==> src/rtl/branch_predict_resolver_pkg.sv <==
// Shared branch codes, FSM states and helpers for the branch predictor/resolver.
// Imported by every branch_predict_resolver file.
package branch_predict_resolver_pkg;

    localparam logic [2:0] BR_NONE = 3'd0;
    localparam logic [2:0] BR_EQ   = 3'd1;
    localparam logic [2:0] BR_NE   = 3'd2;
    localparam logic [2:0] BR_GE   = 3'd3;
    localparam logic [2:0] BR_GT   = 3'd4;
    localparam logic [2:0] BR_LE   = 3'd5;
    localparam logic [2:0] BR_LT   = 3'd6;

    typedef enum logic {
        ST_INIT = 1'b0,
        ST_RUN  = 1'b1
    } state_t;

    // Codes 0 and 7 both mean "not a branch".
    function automatic logic is_branch_code(input logic [2:0] code);
        return (code != BR_NONE) && (code != 3'd7);
    endfunction

endpackage

==> src/rtl/branch_predict_resolver_if.sv <==
// IF lookup, EX resolve and status bundle of the branch predictor/resolver.
// master drives fetch/EX inputs, slave is the branch unit.
interface branch_predict_resolver_if #(
    parameter int PC_W   = 32,
    parameter int STAT_W = 16
);
    logic [PC_W-1:0]   if_pc;
    logic              if_pred_taken;
    logic              ex_valid;
    logic [2:0]        ex_branch;
    logic              ex_zero;
    logic              ex_sign;
    logic [PC_W-1:0]   ex_pc;
    logic [PC_W-1:0]   ex_target;
    logic              ex_pred_taken;
    logic              branch_taken;
    logic              mispredict;
    logic [PC_W-1:0]   redirect_pc;
    logic              ready;
    logic [STAT_W-1:0] stat_branches;
    logic [STAT_W-1:0] stat_mispredicts;

    modport master (
        output if_pc, ex_valid, ex_branch, ex_zero, ex_sign,
        output ex_pc, ex_target, ex_pred_taken,
        input  if_pred_taken, branch_taken, mispredict,
        input  redirect_pc, ready, stat_branches, stat_mispredicts
    );

    modport slave (
        input  if_pc, ex_valid, ex_branch, ex_zero, ex_sign,
        input  ex_pc, ex_target, ex_pred_taken,
        output if_pred_taken, branch_taken, mispredict,
        output redirect_pc, ready, stat_branches, stat_mispredicts
    );

endinterface

==> src/rtl/branch_predict_resolver_cond_decode.sv <==
// Combinational branch condition decode from ALU zero/sign flags.
module branch_predict_resolver_cond_decode
    import branch_predict_resolver_pkg::*;
(
    input  logic [2:0] branch,
    input  logic       zero,
    input  logic       sign,
    output logic       taken
);

    always_comb begin
        taken = 1'b0;
        unique case (branch)
            BR_EQ:   taken = zero;
            BR_NE:   taken = ~zero;
            BR_GE:   taken = ~sign | zero;
            BR_GT:   taken = ~sign & ~zero;
            BR_LE:   taken = sign | zero;
            BR_LT:   taken = sign;
            default: taken = 1'b0;
        endcase
    end

endmodule

==> src/rtl/branch_predict_resolver.sv <==
// Branch unit: BHT of 2-bit counters for IF prediction, EX resolution,
// registered mispredict/redirect and saturating statistics.
module branch_predict_resolver
    import branch_predict_resolver_pkg::*;
#(
    parameter int         IDX_BITS = 6,
    parameter logic [1:0] CTR_INIT = 2'b01,
    parameter int         STAT_W   = 16,
    parameter int         PC_W     = 32
) (
    input logic                    clk,
    input logic                    rst,
    branch_predict_resolver_if.slave bus
);

    localparam int DEPTH = 1 << IDX_BITS;

    typedef logic [IDX_BITS-1:0] idx_t;

    state_t     state;
    idx_t       idx;
    logic [1:0] bht [DEPTH];

    logic cond_taken;
    logic run;
    logic is_br;
    logic mp_cond;
    idx_t lk_idx;
    idx_t up_idx;

    branch_predict_resolver_cond_decode u_dec (
        .branch (bus.ex_branch),
        .zero   (bus.ex_zero),
        .sign   (bus.ex_sign),
        .taken  (cond_taken)
    );

    assign run    = (state == ST_RUN);
    assign is_br  = bus.ex_valid & is_branch_code(bus.ex_branch);
    assign lk_idx = bus.if_pc[IDX_BITS+1:2];
    assign up_idx = bus.ex_pc[IDX_BITS+1:2];

    assign bus.branch_taken  = bus.ex_valid & cond_taken;
    assign bus.if_pred_taken = bus.ready & bht[lk_idx][1];
    assign mp_cond = run & is_br & (bus.branch_taken != bus.ex_pred_taken);

    // Init sweep: one table entry per cycle, then RUN.
    always_ff @(posedge clk) begin
        if (rst) begin
            state     <= ST_INIT;
            idx       <= '0;
            bus.ready <= 1'b0;
        end else begin
            unique case (state)
                ST_INIT: begin
                    idx <= idx + idx_t'(1);
                    if (&idx) begin
                        state     <= ST_RUN;
                        bus.ready <= 1'b1;
                    end
                end
                ST_RUN: begin
                    state <= ST_RUN;
                end
            endcase
        end
    end

    always_ff @(posedge clk) begin
        if (!rst) begin
            if (!run) begin
                bht[idx] <= CTR_INIT;
            end else if (is_br) begin
                if (bus.branch_taken) begin
                    if (bht[up_idx] != 2'b11)
                        bht[up_idx] <= bht[up_idx] + 2'b01;
                end else begin
                    if (bht[up_idx] != 2'b00)
                        bht[up_idx] <= bht[up_idx] - 2'b01;
                end
            end
        end
    end

    always_ff @(posedge clk) begin
        if (rst) begin
            bus.mispredict       <= 1'b0;
            bus.redirect_pc      <= '0;
            bus.stat_branches    <= '0;
            bus.stat_mispredicts <= '0;
        end else begin
            bus.mispredict <= mp_cond;
            if (mp_cond)
                bus.redirect_pc <= bus.branch_taken ? bus.ex_target
                                                    : bus.ex_pc + PC_W'(4);
            if (run & is_br & ~&bus.stat_branches)
                bus.stat_branches <= bus.stat_branches + STAT_W'(1);
            if (mp_cond & ~&bus.stat_mispredicts)
                bus.stat_mispredicts <= bus.stat_mispredicts + STAT_W'(1);
        end
    end

endmodule

==> src/flat_wrapper.sv <==
// flat-port wrapper written by rule: the top's interface ports become plain ports
module branch_predict_resolver_flat import branch_predict_resolver_pkg::*;
#(
    parameter int         IDX_BITS = 6,
    parameter logic [1:0] CTR_INIT = 2'b01,
    parameter int         STAT_W   = 16,
    parameter int         PC_W     = 32
)
  (clk, rst, bus_if_pc, bus_ex_valid, bus_ex_branch, bus_ex_zero, bus_ex_sign, bus_ex_pc, bus_ex_target, bus_ex_pred_taken, bus_if_pred_taken, bus_branch_taken, bus_mispredict, bus_redirect_pc, bus_ready, bus_stat_branches, bus_stat_mispredicts);
  branch_predict_resolver_if #(.PC_W(PC_W), .STAT_W(STAT_W)) bus_i ();
  input logic clk;
  input logic rst;
  input wire logic [$bits(bus_i.if_pc)-1:0] bus_if_pc;
  input wire logic [$bits(bus_i.ex_valid)-1:0] bus_ex_valid;
  input wire logic [$bits(bus_i.ex_branch)-1:0] bus_ex_branch;
  input wire logic [$bits(bus_i.ex_zero)-1:0] bus_ex_zero;
  input wire logic [$bits(bus_i.ex_sign)-1:0] bus_ex_sign;
  input wire logic [$bits(bus_i.ex_pc)-1:0] bus_ex_pc;
  input wire logic [$bits(bus_i.ex_target)-1:0] bus_ex_target;
  input wire logic [$bits(bus_i.ex_pred_taken)-1:0] bus_ex_pred_taken;
  output wire logic [$bits(bus_i.if_pred_taken)-1:0] bus_if_pred_taken;
  output wire logic [$bits(bus_i.branch_taken)-1:0] bus_branch_taken;
  output wire logic [$bits(bus_i.mispredict)-1:0] bus_mispredict;
  output wire logic [$bits(bus_i.redirect_pc)-1:0] bus_redirect_pc;
  output wire logic [$bits(bus_i.ready)-1:0] bus_ready;
  output wire logic [$bits(bus_i.stat_branches)-1:0] bus_stat_branches;
  output wire logic [$bits(bus_i.stat_mispredicts)-1:0] bus_stat_mispredicts;
  assign bus_i.if_pc = bus_if_pc;
  assign bus_i.ex_valid = bus_ex_valid;
  assign bus_i.ex_branch = bus_ex_branch;
  assign bus_i.ex_zero = bus_ex_zero;
  assign bus_i.ex_sign = bus_ex_sign;
  assign bus_i.ex_pc = bus_ex_pc;
  assign bus_i.ex_target = bus_ex_target;
  assign bus_i.ex_pred_taken = bus_ex_pred_taken;
  assign bus_if_pred_taken = bus_i.if_pred_taken;
  assign bus_branch_taken = bus_i.branch_taken;
  assign bus_mispredict = bus_i.mispredict;
  assign bus_redirect_pc = bus_i.redirect_pc;
  assign bus_ready = bus_i.ready;
  assign bus_stat_branches = bus_i.stat_branches;
  assign bus_stat_mispredicts = bus_i.stat_mispredicts;
  branch_predict_resolver #(.IDX_BITS(IDX_BITS), .CTR_INIT(CTR_INIT), .STAT_W(STAT_W), .PC_W(PC_W)) u_core (.clk(clk), .rst(rst), .bus(bus_i));
endmodule
==> config.mk <==
export PLATFORM = sky130hd
export DESIGN_NAME = branch_predict_resolver_flat
export DESIGN_NICKNAME = d
export VERILOG_FILES = /design/src/rtl/branch_predict_resolver_pkg.sv /design/src/rtl/branch_predict_resolver_if.sv /design/src/rtl/branch_predict_resolver_cond_decode.sv /design/src/rtl/branch_predict_resolver.sv /design/src/flat_wrapper.sv
export SDC_FILE = /design/constraint.sdc
export NUM_CORES = 1
export LEC_CHECK = 0
export CORE_AREA = 8 8 203 127
export CTS_CLUSTER_SIZE = 24
export DETAILED_ROUTE_END_ITERATION = 16
export DIE_AREA = 0 0 211 135
export PLACE_DENSITY = 0.71
export SETUP_SLACK_MARGIN = 0.2
export SYNTH_ARGS = -nofsm -noshare
export SYNTH_HDL_FRONTEND = slang
export SYNTH_SLANG_ARGS = --single-unit
==> constraint.sdc <==
create_clock -name clk -period 9.5 [get_ports clk]
set_input_delay 2.85 -clock clk [delete_from_list [all_inputs] [get_ports clk]]
set_output_delay 2.85 -clock clk [all_outputs]
set_load 0.01 [all_outputs]
==> flow_summary.ini <==
[run_status]
status = finished clean

[pwr]
ir_drop_uv = 103
power.density_nw_per_um2 = 149
p_total_w = 0.00186
p_leak_nw = 4.32

[synthesis]
synth.avg_cell_area_um2 = 11.3
synth_nets = 1003
yosysSeqAreaShare_pct = 52.6
yosys_most_used_dff = edfxtp_1
synth_warnings = 0
ys_seq_elements = 201
async_flop_share_pct = 0
synth_edf_count = 128
netlist_area_um2 = 10100
synthCells = 894
synth_cell_types = 60

[worst_hold_path]
min_from = u_core.bus.redirect_pc[10]
worstHoldPathType = reg2reg
holdPathEnd = u_core.bus.redirect_pc[10]
worstHoldPathCells = 2

[finish]
final_net_count = 1129
mostFrequentLayoutCell = clkdlybuf4s50_1
drive_above_1_share_pct = 10.9
antenna_cells_inserted = 0
final_cell_mix = 144 x clkdlybuf4s50_1, 128 x edfxtp_1, 122 x nor2_1
syn2layout_area_growth_pct = 23.3
fill_cells = 1938

[place]
hpwl_mm = 19.0
io_buffers = 146
gp_congestion = 0.813

[route]
ant_nets = 0
via_count = 7578
wl_mm = 27.3
post-route-drc-count = 0
drt_iter0_markers = 605
vias_per_cell = 5.62
detail_route.wl_per_cell_um = 20.3
dr.pass1.iters = 5

[setup_path]
cp-start-kind = input pin
crit_type = in2out
crit_fanout = 16
end_kind = output pin
reg2regPathDepth = 8
worst_ep_arrival_time_ps = 5860
timing.rr.start = u_core.bht[21][0]
crit_start = bus_if_pc[2]
critPathRequiredTime_ps = 6650
r2r_slack_ps = 5340
timing.rr.end = u_core.bht[9][0]

[clocking]
post_cts_buffers = 0
clk_latency_ps = 500
cts_tree = yes
cts_buffers = 20
clockBufferDepth = 3
hold_buffers = 0
cts_resized = 0
root_buffer = clkbuf_16
cts_num_sinks = 201
cts.clk_slew.worst_paths_ps = 60
htree_levels = 1

[sta]
hold_viol_final = 0
worst_slew_margin_rel_pct = 15.4
fin_crit_sh_pct = 91.7
rsz0062_at_grt = false
setup_tns_ps = 0
worstMarginPinSlew_ps = 1270
min_period_ps = 8710
finalClockSkew_ps = 9.30
max_freq_ghz = 0.115
setup_violations = 0
drv_slew = 0

[floorplan]
coreArea_um2 = 22800
fp.dieArea_um2 = 28500
rows = 43
die_y_um = 135
start_util_pct = 44.3
die_x_um = 211
ios = 173

[global_route]
grt_antenna_before_repair = 0
grt_max_degree = 81
grt_pass1_vias = 7292
grt_usage_pct = 18.7
overflow = 0
grt_pass1_wl_mm = 42.3

[flow_run]
cap_violations = 0
-- kinds of logic after synthesis --
| group | synth area share, % |
|---|---|
| compound gates | 8.51 |
| xor+xnor | 4.51 |
| fa+ha+maj | 0.496 |
| buf+inv | 3.03 |
| flops | 52.6 |
| mux | 14.1 |
| simple gates | 16.7 |
-- report_power, final --
part           switching [W]  internal, W  total, W  leakage (nW)
sequential        0.00000326     0.000920  0.000923          2.01
combinational      0.0000775    0.0000654  0.000143          2.00
clock               0.000328     0.000461  0.000790         0.316
total               0.000409      0.00145   0.00186          4.32
-- cell usage after synthesis, types with 4 or more instances --
| cell | instances | area share, % |
|---|---|---|
| nor2b_1 | 12 | 0.74 |
| mux4_1 | 4 | 1.0 |
| buf_1 | 4 | 0.15 |
| xor2_1 | 23 | 2.0 |
| nor3b_1 | 8 | 0.60 |
| nor2_1 | 122 | 4.5 |
| nand4_1 | 8 | 0.50 |
| mux2i_1 | 20 | 2.0 |
| a21oi_1 | 46 | 2.3 |
| nand2b_1 | 6 | 0.37 |
| mux4_2 | 40 | 8.9 |
| nand3_1 | 32 | 1.6 |
| a32oi_1 | 5 | 0.43 |
| and3_1 | 13 | 0.81 |
| ha_1 | 4 | 0.50 |
| o211ai_1 | 31 | 2.3 |
| nand2_1 | 104 | 3.9 |
| nand3b_1 | 6 | 0.45 |
| mux2i_2 | 7 | 0.95 |
| and2_1 | 5 | 0.31 |
| edfxtp_1 | 128 | 38 |
| nor4_1 | 4 | 0.25 |
| xnor2_1 | 29 | 2.5 |
| or3_1 | 8 | 0.50 |
| nor3_1 | 17 | 0.84 |
| dfxtp_1 | 73 | 14 |
| mux2_2 | 11 | 1.2 |
| clkbuf_1 | 35 | 1.3 |
| inv_1 | 13 | 0.48 |
| buf_2 | 9 | 0.45 |
| o22ai_1 | 4 | 0.25 |
| and4_1 | 6 | 0.52 |
| buf_6 | 4 | 0.45 |
| o21ai_0 | 10 | 0.50 |
| a22oi_1 | 4 | 0.30 |
-- layout make-up --
class | instances | area, µm² | area share (%)
Clock buffer | 28 | 553 | 4.45
Clock inverter | 7 | 85.1 | 0.684
Inverter | 13 | 48.8 | 0.392
Multi-Input combinational cell | 627 | 4500 | 36.2
Sequential cell | 201 | 5310 | 42.7
Tap cell | 315 | 394 | 3.17
Timing Repair Buffer | 157 | 1550 | 12.4
-- per-stage QoR --
stage | utilization, % | instances | setup slack [ps] | hold slack [ps] | instance area (µm²)
2_1_floorplan | - | 894 | 1220 | 476 | 10100
3_3_place_gp | 51.8 | 1313 | 802 | 439 | 11800
4_1_cts | 54.6 | 1348 | 756 | 453 | 12400
6_report | 54.6 | 1348 | 791 | 454 | 12400
3_5_place_dp | 51.8 | 1313 | 770 | 446 | 11800
5_1_grt | 54.6 | 1348 | 681 | 472 | 12400
-- per-layer routing --
metal	vias to the layer above	part of all wire [%]	global-route usage [%]
met5	-	0	0
met4	0	1.3	3.33
met3	28	8.7	5.48
met2	300	43	27.2
met1	3676	47	27.3
li1	3574	-	-
-- how the worst max path moves through the flow --
| stage | endpoint | slack (ps) |
|---|---|---|
| 2_1_floorplan | bus_if_pred_taken | 1220 |
| 3_3_place_gp | bus_if_pred_taken | 800 |
| 3_5_place_dp | bus_if_pred_taken | 770 |
| 4_1_cts | bus_if_pred_taken | 760 |
| 5_1_grt | bus_if_pred_taken | 680 |
| 6_report | bus_if_pred_taken | 790 |
-- worst max-delay path, stage by stage --
cell and delay, ps:
clkdlybuf4s50_1 450, buf_4 330, mux4_2 580, mux4_2 530
mux4_2 450, and2_1 180, clkdlybuf4s50_1 480
-- state kept, by name, indices dropped and copies added (netlist names) --
name	count
u_core.bht	128
u_core.bus.mispredict	1
u_core.bus.ready	1
u_core.bus.redirect_pc	32
u_core.bus.stat_branches	16
u_core.bus.stat_mispredicts	16
u_core.idx	6
u_core.run	1
Note: power is estimated with default switching activity, not from simulation.
